## config.mk

```make
export PLATFORM = sky130hd
export DESIGN_NAME = hex_expr_parser
export DESIGN_NICKNAME = d
export VERILOG_FILES = /design/src/rtl/calc_pkg.sv /design/src/rtl/hex_char_decode.sv /design/src/rtl/hex_expr_parser.sv
export SDC_FILE = /design/constraint.sdc
export NUM_CORES = 1
export LEC_CHECK = 0
export CORE_UTILIZATION = 47
export DETAILED_ROUTE_END_ITERATION = 12
export GPL_ROUTABILITY_DRIVEN = 0
export PLACE_DENSITY = 0.86
export SLEW_MARGIN = 20
export SYNTH_ARGS = -nofsm -noshare
export SYNTH_HDL_FRONTEND = slang
export SYNTH_HIERARCHICAL = 1
export SYNTH_SLANG_ARGS = --single-unit
```

## constraint.sdc

```tcl
create_clock -name clk -period 2.29 [get_ports clk]
set_input_delay 0.229 -clock clk [delete_from_list [all_inputs] [get_ports clk]]
set_output_delay 0.229 -clock clk [all_outputs]
set_load 0.01 [all_outputs]
```

## src/rtl/calc_pkg.sv

```systemverilog
// Shared constants for the UART hex calculator: ASCII codes, opcodes,
// error codes and the parser FSM encoding.
package calc_pkg;

    localparam logic [7:0] ASC_LF    = 8'h0A;
    localparam logic [7:0] ASC_CR    = 8'h0D;
    localparam logic [7:0] ASC_ESC   = 8'h1B;
    localparam logic [7:0] ASC_SPACE = 8'h20;
    localparam logic [7:0] ASC_AMP   = 8'h26;
    localparam logic [7:0] ASC_STAR  = 8'h2A;
    localparam logic [7:0] ASC_PLUS  = 8'h2B;
    localparam logic [7:0] ASC_MINUS = 8'h2D;
    localparam logic [7:0] ASC_SLASH = 8'h2F;
    localparam logic [7:0] ASC_0     = 8'h30;
    localparam logic [7:0] ASC_9     = 8'h39;
    localparam logic [7:0] ASC_EQ    = 8'h3D;
    localparam logic [7:0] ASC_UA    = 8'h41;
    localparam logic [7:0] ASC_UF    = 8'h46;
    localparam logic [7:0] ASC_US    = 8'h53;
    localparam logic [7:0] ASC_UU    = 8'h55;
    localparam logic [7:0] ASC_CARET = 8'h5E;
    localparam logic [7:0] ASC_LA    = 8'h61;
    localparam logic [7:0] ASC_LF_HEX = 8'h66;
    localparam logic [7:0] ASC_LS    = 8'h73;
    localparam logic [7:0] ASC_LU    = 8'h75;
    localparam logic [7:0] ASC_PIPE  = 8'h7C;

    localparam logic [2:0] OP_NONE = 3'd0;
    localparam logic [2:0] OP_ADD  = 3'd1;
    localparam logic [2:0] OP_SUB  = 3'd2;
    localparam logic [2:0] OP_MUL  = 3'd3;
    localparam logic [2:0] OP_DIV  = 3'd4;
    localparam logic [2:0] OP_AND  = 3'd5;
    localparam logic [2:0] OP_OR   = 3'd6;
    localparam logic [2:0] OP_XOR  = 3'd7;

    localparam logic [1:0] ERR_NONE     = 2'd0;
    localparam logic [1:0] ERR_ILLEGAL  = 2'd1;
    localparam logic [1:0] ERR_OVERFLOW = 2'd2;
    localparam logic [1:0] ERR_EMPTY    = 2'd3;

    typedef enum logic [1:0] {
        S_IDLE = 2'd0,
        S_SRC1 = 2'd1,
        S_SRC2 = 2'd2,
        S_DONE = 2'd3
    } state_t;

    // Returns OP_NONE for any byte that is not an operator character.
    function automatic logic [2:0] op_decode(input logic [7:0] c);
        case (c)
            ASC_PLUS:  op_decode = OP_ADD;
            ASC_MINUS: op_decode = OP_SUB;
            ASC_STAR:  op_decode = OP_MUL;
            ASC_SLASH: op_decode = OP_DIV;
            ASC_AMP:   op_decode = OP_AND;
            ASC_PIPE:  op_decode = OP_OR;
            ASC_CARET: op_decode = OP_XOR;
            default:   op_decode = OP_NONE;
        endcase
    endfunction

endpackage

```

## src/rtl/hex_char_decode.sv

```systemverilog
// Combinational ASCII classifier: hex digit value and sign prefix detection.
// Lowercase digits and sign prefixes are accepted only with LOWERCASE_HEX_EN.
module hex_char_decode
    import calc_pkg::*;
(
    input  logic [7:0] ch,
    output logic       is_hex,
    output logic [3:0] nib,
    output logic       is_sign,
    output logic       sign_s
);

    always_comb begin
        is_hex  = 1'b0;
        nib     = 4'h0;
        is_sign = 1'b0;
        sign_s  = 1'b0;
        if (ch >= ASC_0 && ch <= ASC_9) begin
            is_hex = 1'b1;
            nib    = ch[3:0];
        end else if (ch >= ASC_UA && ch <= ASC_UF) begin
            // 'A' is 0x41, so low nibble + 9 gives 10..15
            is_hex = 1'b1;
            nib    = ch[3:0] + 4'd9;
        end else if (ch == ASC_US || ch == ASC_UU) begin
            is_sign = 1'b1;
            sign_s  = (ch == ASC_US);
        end
`ifdef LOWERCASE_HEX_EN
        else if (ch >= ASC_LA && ch <= ASC_LF_HEX) begin
            is_hex = 1'b1;
            nib    = ch[3:0] + 4'd9;
        end else if (ch == ASC_LS || ch == ASC_LU) begin
            is_sign = 1'b1;
            sign_s  = (ch == ASC_LS);
        end
`endif
    end

endmodule

```

## src/rtl/hex_expr_parser.sv

```systemverilog
// ASCII "[S|U] <hex> <op> <hex> =" parser feeding the calculator ALU.
// Optional lowercase input is enabled by defining LOWERCASE_HEX_EN.
module hex_expr_parser
    import calc_pkg::*;
#(
    parameter int DATA_W     = 16,
    parameter int MAX_DIGITS = DATA_W / 4
) (
    input  logic              clk,
    input  logic              n_rst,
    input  logic [7:0]        rx_data,
    input  logic              rx_valid,
    output logic              rx_ready,
    output logic              cmd_valid,
    input  logic              cmd_ready,
    output logic              cmd_signed,
    output logic [2:0]        cmd_op,
    output logic [DATA_W-1:0] cmd_src1,
    output logic [DATA_W-1:0] cmd_src2,
    output logic              err_valid,
    output logic [1:0]        err_code
);

    localparam int CNT_W = $clog2(MAX_DIGITS + 1);

    state_t            state, state_n;
    logic [DATA_W-1:0] src1, src1_n, src2, src2_n;
    logic              sign, sign_n;
    logic [2:0]        op, op_n;
    logic [CNT_W-1:0]  cnt, cnt_n;
    logic              err_n;
    logic [1:0]        code_n;

    logic       is_hex, is_sign, sign_s;
    logic [3:0] nib;
    logic [2:0] op_c;
    logic       consume, at_max;

    hex_char_decode u_dec (
        .ch      (rx_data),
        .is_hex  (is_hex),
        .nib     (nib),
        .is_sign (is_sign),
        .sign_s  (sign_s)
    );

    // Handshakes: a byte transfers when rx_valid & rx_ready on a rising edge;
    // a command transfers when cmd_valid & cmd_ready, and cmd_* hold until then.
    assign rx_ready   = (state != S_DONE);
    assign cmd_valid  = (state == S_DONE);
    assign cmd_signed = sign;
    assign cmd_op     = op;
    assign cmd_src1   = src1;
    assign cmd_src2   = src2;

    assign consume = rx_valid & rx_ready;
    assign op_c    = op_decode(rx_data);
    assign at_max  = (cnt == CNT_W'(MAX_DIGITS));

    always_comb begin
        state_n = state;
        src1_n  = src1;
        src2_n  = src2;
        sign_n  = sign;
        op_n    = op;
        cnt_n   = cnt;
        err_n   = 1'b0;
        code_n  = ERR_NONE;
        if (state == S_DONE) begin
            if (cmd_ready) begin
                state_n = S_IDLE;
                src1_n  = '0;
                src2_n  = '0;
                sign_n  = 1'b0;
                cnt_n   = '0;
            end
        end else if (consume && !(rx_data == ASC_SPACE || rx_data == ASC_CR
                                  || rx_data == ASC_LF)) begin
            if (rx_data == ASC_ESC) begin
                state_n = S_IDLE;
                src1_n  = '0;
                src2_n  = '0;
                sign_n  = 1'b0;
                cnt_n   = '0;
            end else begin
                case (state)
                    S_IDLE: begin
                        if (is_sign) begin
                            sign_n  = sign_s;
                            cnt_n   = '0;
                            state_n = S_SRC1;
                        end else if (is_hex) begin
                            sign_n  = 1'b0;
                            src1_n  = DATA_W'(nib);
                            cnt_n   = CNT_W'(1);
                            state_n = S_SRC1;
                        end else if (op_c != OP_NONE) begin
                            err_n  = 1'b1;
                            code_n = ERR_EMPTY;
                        end else begin
                            err_n  = 1'b1;
                            code_n = ERR_ILLEGAL;
                        end
                    end
                    S_SRC1: begin
                        if (is_hex) begin
                            if (at_max) begin
                                err_n  = 1'b1;
                                code_n = ERR_OVERFLOW;
                            end else begin
                                src1_n = {src1[DATA_W-5:0], nib};
                                cnt_n  = cnt + CNT_W'(1);
                            end
                        end else if (op_c != OP_NONE) begin
                            if (cnt == '0) begin
                                err_n  = 1'b1;
                                code_n = ERR_EMPTY;
                            end else begin
                                op_n    = op_c;
                                cnt_n   = '0;
                                state_n = S_SRC2;
                            end
                        end else begin
                            err_n  = 1'b1;
                            code_n = ERR_ILLEGAL;
                        end
                    end
                    S_SRC2: begin
                        if (is_hex) begin
                            if (at_max) begin
                                err_n  = 1'b1;
                                code_n = ERR_OVERFLOW;
                            end else begin
                                src2_n = {src2[DATA_W-5:0], nib};
                                cnt_n  = cnt + CNT_W'(1);
                            end
                        end else if (rx_data == ASC_EQ) begin
                            if (cnt == '0) begin
                                err_n  = 1'b1;
                                code_n = ERR_EMPTY;
                            end else begin
                                state_n = S_DONE;
                            end
                        end else begin
                            err_n  = 1'b1;
                            code_n = ERR_ILLEGAL;
                        end
                    end
                    default: state_n = S_IDLE;
                endcase
            end
        end
        // Any error abandons the expression entirely
        if (err_n) begin
            state_n = S_IDLE;
            src1_n  = '0;
            src2_n  = '0;
            sign_n  = 1'b0;
            cnt_n   = '0;
        end
    end

    always_ff @(posedge clk or negedge n_rst) begin
        if (!n_rst) begin
            state     <= S_IDLE;
            src1      <= '0;
            src2      <= '0;
            sign      <= 1'b0;
            op        <= OP_NONE;
            cnt       <= '0;
            err_valid <= 1'b0;
            err_code  <= ERR_NONE;
        end else begin
            state     <= state_n;
            src1      <= src1_n;
            src2      <= src2_n;
            sign      <= sign_n;
            op        <= op_n;
            cnt       <= cnt_n;
            err_valid <= err_n;
            if (err_n) err_code <= code_n;
        end
    end

endmodule

```

Word-level counts from Yosys, hierarchy flattened
Cells that the tools add are included.
Word-level totals
  bits in registers: 44
  input port bits: 12
  output and inout bits: 41
  logic and storage cells: 165
Cells by class
  add/subtract/negate cells: 2
  $lt $le $gt $ge: 4
  equal/unequal tests: 35
  multiplexer cells: 88
  bitwise logic cells: 5
  reductions and logical operators: 23
Operator list (count)
  16-bit 2-to-1 mux: 16
  8-bit by 6-bit equality test with 1-bit output (second input constant): 7
  5-bit inequality test (second input constant): 11
  2-bit 2-to-1 mux: 25
  3-bit 2-to-1 mux: 12
  8-bit by 7-bit equality test with 1-bit output (second input constant): 4
  16-bit case mux with 2 select lines: 1
  1-bit 2-to-1 mux: 27
  3-bit case mux with 7 select lines: 1
  7-bit AND reduction: 3
  6-bit inequality test (second input constant): 3
  8-bit by 4-bit equality test with 1-bit output (second input constant): 2
  2-bit case mux with 3 select lines: 2
  4-bit nonzero test: 3
  5-bit nonzero test: 2
  3-bit case mux with 3 select lines: 1
  9-bit AND reduction: 1
  8-bit by 5-bit equality test with 1-bit output (second input constant): 1
  8-bit by 6-bit >= comparator with 1-bit output (second input constant): 1
  8-bit by 7-bit >= comparator with 1-bit output (second input constant): 1
  8-bit by 6-bit less-or-equal comparator with 1-bit output (second input constant): 1
  8-bit by 7-bit less-or-equal comparator with 1-bit output (second input constant): 1
  4-bit 2-to-1 mux: 2
  3-bit nonzero test: 2
  19 further kinds: 27

Depth between registers and ports, before layout
  depth after elaboration: 12
  gate-level depth with buffers: 13
  gate-level depth less buffers: 11

By module
Netlist, hierarchy kept.
Modules (own cells, without submodules)
  hex_expr_parser: instances 1, cells an instance 248, area each 2487.4 µm², seq. area each 1101.1 µm²
  hex_char_decode: instances 1, cells an instance 27, area each 220.2 µm², seq. area each 0.0 µm²

Worst setup path before layout
Ideal clock, no wire load.
  path kind: input port to flip-flop
  start point: input rx_data[1]
  end point: register err_code[1]
  setup time: 128 ps
  arrival time: 2477 ps
  data required time: 2162 ps
  slack: -315 ps
  cell stages on the path: 12
  cells stage by stage: inv_1 ha_1 or3b_1 nand4b_2 nand2_1 clkbuf_1 nor2b_1 o41ai_2 a31oi_4 nor2_1 a21oi_2 mux2_1
Between the ends
  cells in the longest elaborated chain, start to end: 10
  elaborated cells between the ends (all ways): 53
  those cells by class: order compare: 4; eq/ne: 14; mux: 27; reduce/logical: 8
RTL lines
  from (decl): line hex_expr_parser.sv:11  | input logic [7:0] rx_data,
  8-bit by 7-bit >= comparator with 1-bit output / 8-bit by 7-bit less-or-equal comparator with 1-bit output (equally long branches): line hex_char_decode.sv:21  | end else if (ch >= ASC_UA && ch <= ASC_UF) begin
  1-bit logical AND: line hex_char_decode.sv:21
  1-bit 2-to-1 mux: line hex_char_decode.sv:21
  1-bit 2-to-1 mux (*): line hex_char_decode.sv:18  | if (ch >= ASC_0 && ch <= ASC_9) begin
  net is_hex: line hex_expr_parser.sv:34  | logic is_hex, is_sign, sign_s;
  1-bit 2-to-1 mux: line hex_expr_parser.sv:92  | end else if (is_hex) begin
  1-bit 2-to-1 mux: line hex_expr_parser.sv:88  | if (is_sign) begin
  1-bit case mux with 3 select lines (*): line hex_expr_parser.sv:86  | case (state)
  1-bit 2-to-1 mux (*): line hex_expr_parser.sv:79  | if (rx_data == ASC_ESC) begin
  1-bit 2-to-1 mux (*): line hex_expr_parser.sv:77  | end else if (consume && !(rx_data == ASC_SPACE || rx_data == ASC_CR
  1-bit 2-to-1 mux (*): line hex_expr_parser.sv:69  | if (state == S_DONE) begin
  net err_n: line hex_expr_parser.sv:31  | logic err_n;
  to (signal assigned): line hex_expr_parser.sv:181  | if (err_n) err_code <= code_n;
  to (decl): line hex_expr_parser.sv:21  | output logic [1:0] err_code
Mark *: on every way through the listed nets, which the timed path passes. The rest lies on a longest branch.
A chain may end at the register's enable or synchronous reset.

Worst setup path after layout
  start point: register cnt[0]
  end point: register cnt[0]
Between the ends
  cells in the longest elaborated chain, start to end: 10
  elaborated cells between the ends (all ways): 29
  those cells by class: add/sub: 1; eq/ne: 6; mux: 18; reduce/logical: 4
RTL lines
  from (decl): line hex_expr_parser.sv:30  | logic [CNT_W-1:0] cnt, cnt_n;
  from (signal assigned): line hex_expr_parser.sv:179  | cnt <= cnt_n;
  3-bit zero test: line hex_expr_parser.sv:115, hex_expr_parser.sv:138
  1-bit 2-to-1 mux: line hex_expr_parser.sv:115, hex_expr_parser.sv:138
  1-bit 2-to-1 mux (on tied branches): line hex_expr_parser.sv:137, hex_expr_parser.sv:114
  1-bit 2-to-1 mux (on tied branches): line hex_expr_parser.sv:129, hex_expr_parser.sv:106
  1-bit case mux with 3 select lines: line hex_expr_parser.sv:86
  1-bit 2-to-1 mux: line hex_expr_parser.sv:79
  1-bit 2-to-1 mux: line hex_expr_parser.sv:77
  1-bit 2-to-1 mux: line hex_expr_parser.sv:69
  6-bit inequality test (no line), or another cell as far along
  7-bit AND reduction (no line)
Several ways; a longest one is shown, not always the timed one. The select of a mux whose other input is x is not followed.

==> flow_summary.toml <==
[yosys]
synth.avg_cell_area_sq_um = 9.85
synth_warnings = 6
synth_xor_xnor_area_share_pct = 1.29
synth_mux_area_share_pct = 3.14
yosysSeqAreaShare_pct = 40.7
synthCells = 275
syn_area_sq_um = 2710
ys_types = 64
synth-seq-cells = 44
synth_compound_area_share_pct = 23.3
synth_edf_count = 0
synth.net_count = 296
synthSimpleGateAreaFrac_pct = 21.5
yosys_most_used_dff = "dfrtp_1"
ys_async_sr_fraction_pct = 100
synthAdderAreaFrac_pct = 4.16
synth_top_family_by_area = "compound AO/OA/AOI/OAI gates"

[finish]
n_fill_cell = 381
finish.utilization_pct = 72.1
area_growth_pct = 47.6
diodes = 0
drive_gt1_share_pct = 31.2
layout.nets = 402

[clocking]
clock_sinks = 44
h-tree-depth = 2
clkLatencyLatePin_ps = 300
clk_pin_slew_ps = 90
cts-root-buf = "clkbuf_8"
clockBufferDepth = 2
cts_buffers = 5
cts_tree = "yes"

[worst_setup_path]
arrival_ps = 2420
critPathLaunchType = "flop"
endpoint_kind = "flop"
r2r_slack_ps = 60
worstReg2RegStart = "cnt[0]"
path_max_fanout = 5
crit_start = "cnt[0]"
cp.required_ps = 2480
critPathKind = "reg2reg"

[sta]
maxSlewViolCount = 0
maxSlewHeadroom_pct = 35.9
tightest_slew_ps = 961
setup_viol = 0
fin_crit_ps = 2230
fin_skew_ps = 4.32
post-route-period-util_pct = 97.4
worst_slack_ps = 59.3
rsz0062_at_grt = "yes"
fmax_mhz = 448
hold_viol = 0

[detailed_routing]
wl_per_cell_microns = 16.7
drt_first_iter_violations = 202
wl_microns = 7560
ant_nets = 0
drt_first_pass_iters = 5
drc = 0
routed-via-count = 2618
drt-vias-per-instance = 5.77

[global_routing]
grt_start_max_net_pins = 45
grt_util_all_layers_pct = 25.9
gr-total-overflow = 0
antenna_found_initial = 0
grt_pass1_vias = 2649
grt_pass1_wl_microns = 12200

[placed_design]
portBuffers = 52
dp_hpwl_microns = 5250
post-place-ws_ps = -699

[power_and_ir_drop]
leakage_uw = 0.00176
ir_drop_v = 0.000446
p_per_area_nw_per_um2 = 963

[floorplanning]
core_sq_um = 5540
initial_core_util_pct = 48.9
rows = 27
pin_count = 53
fp.dieH_microns = 77.9
die_x_microns = 77.9
die-area_sq_um = 6070

[job]
maxCapViolations = 0

[status]
status = "finished clean"

[hold_path]
hold_class = "in2async"
path summary, 6_finish.rpt:
path,to,depth (start not counted)
worst min register to register,cmd_src1[13],2
max in group asynchronous,cmd_src1[15],1
worst max-delay path,cnt[0],10
worst min-delay path,cmd_src2[13],1
worst max register to register,cnt[0],10
min in group clk,cmd_src1[13],2
layout make-up:
cell class,count,area (sq um),share of cell area [%]
Multi-Input combinational cell,200,1580,39.6
Tap cell,72,90.1,2.25
Timing Repair Buffer,116,1040,26.1
Sequential cell,44,1100,27.6
Clock inverter,3,46.3,1.16
Inverter,14,65.1,1.63
Clock buffer,5,68.8,1.72
cells in the final DEF, fill, tap and decap left out, types with 2 or more instances in the layout:
master,count
nand3b_1,3
clkdlybuf4s50_1,43
clkbuf_2,2
ha_4,2
buf_4,53
dlygate4sd2_1,3
nand4_1,3
o211ai_1,5
a22o_1,12
nor2_1,5
and3_1,2
o21ai_4,2
dfrtp_1,44
nor3_1,2
o21ai_1,9
clkbuf_8,5
nand2b_4,2
nand3_1,16
inv_1,11
nor4b_4,2
a21oi_1,5
mux2_2,3
nor4_1,2
buf_12,3
buf_6,8
o31ai_4,2
mux2i_1,4
ha_1,6
nand2_1,38
a21oi_2,4
o22ai_1,5
inv_2,2
nor2b_1,4
a22oi_1,2
nor2b_4,3
o21ai_0,16
xnor2_1,3
buf_2,3
routing by layer:
layer	up-vias	track usage, %	share of wire, %
met5	-	0	0
met4	0	13.3	2.4
met3	19	4.59	5.3
met2	108	46.8	52
met1	1270	28.9	40
li1	1221	-	-
worst max-delay path, stage by stage, from the launching register on:
cell and delay, ps:
dfrtp_1 360, inv_1 60, ha_2 180, nor2b_4 130, o41ai_4 370, a31oi_4 60, buf_12 160, buf_4 130
or3_4 390, a21oi_4 170, o22ai_1 100
report_power, final:
group	switching [uW]	internal [uW]	leakage [uW]
Clock	283	329	0.0000548
Combinational	1180	1090	0.00110
Sequential	83.1	877	0.000605
Total	1550	2300	0.00176
flip-flops by register name, indices dropped and copies added (netlist names):
| name | count |
|---|---|
| cmd_src1 | 16 |
| cmd_src2 | 16 |
| cmd_op | 3 |
| cnt | 3 |
| err_code | 2 |
| state | 2 |
| cmd_signed | 1 |
| err_valid | 1 |
stage by stage:
step / cells / hold slack, ps / power, uW / instance area [sq um] / TNS [ps]
floorplan: 275 / -66.6 / 2120 / 2800 / -704
detailed placement: 436 / 425 / 2850 / 3710 / -27270
CTS: 452 / 99.3 / 3590 / 3920 / 0
finish: 454 / 75.4 / 3850 / 4000 / 0
global placement: 436 / 423 / 2790 / 3710 / -24050
global route: 454 / 146 / 4050 / 4000 / -87.6
cells by family after synthesis:
logic type | after synthesis
AO/OA/AOI/OAI | 81
XOR/XNOR | 4
adder cells (fa/ha/maj) | 9
buffers and inverters | 31
flip-flops | 44
multiplexers | 8
AND/OR/NAND/NOR | 98
synth_stat cells (2+ instances only):
cell	number	area share (%)
nand2_1	39	5.4
xnor2_1	3	0.97
dfrtp_1	44	41
nand3b_1	3	0.83
nor2b_1	6	1.4
a22o_1	12	3.9
mux2_2	3	1.2
a21oi_2	2	0.65
ha_1	9	4.2
o2111ai_1	2	0.65
nor4_1	2	0.46
a21oi_1	8	1.5
buf_4	6	1.7
nand4_1	3	0.69
and3_1	2	0.46
nand2b_1	3	0.69
nor4b_4	2	1.8
nor3_1	2	0.37
inv_1	14	1.9
nand3_1	16	3.0
buf_6	2	0.83
nor2_1	7	0.97
mux2i_1	4	1.5
o31ai_4	2	1.6
o21ai_4	2	1.2
o21ai_1	6	1.1
buf_2	4	0.74
o21ai_0	20	3.7
a22oi_1	2	0.55
o22ai_1	5	1.2
o211ai_1	5	1.4
clkbuf_1	3	0.42
repair_timing:
action	in CTS	in global routing
hold buffers	0	0
endpoints found under the setup margin	44	42
pin swaps	13	17
gates resized for setup	20	28
buffers inserted	10	2
No activity file was read; power rests on OpenSTA's default activity.
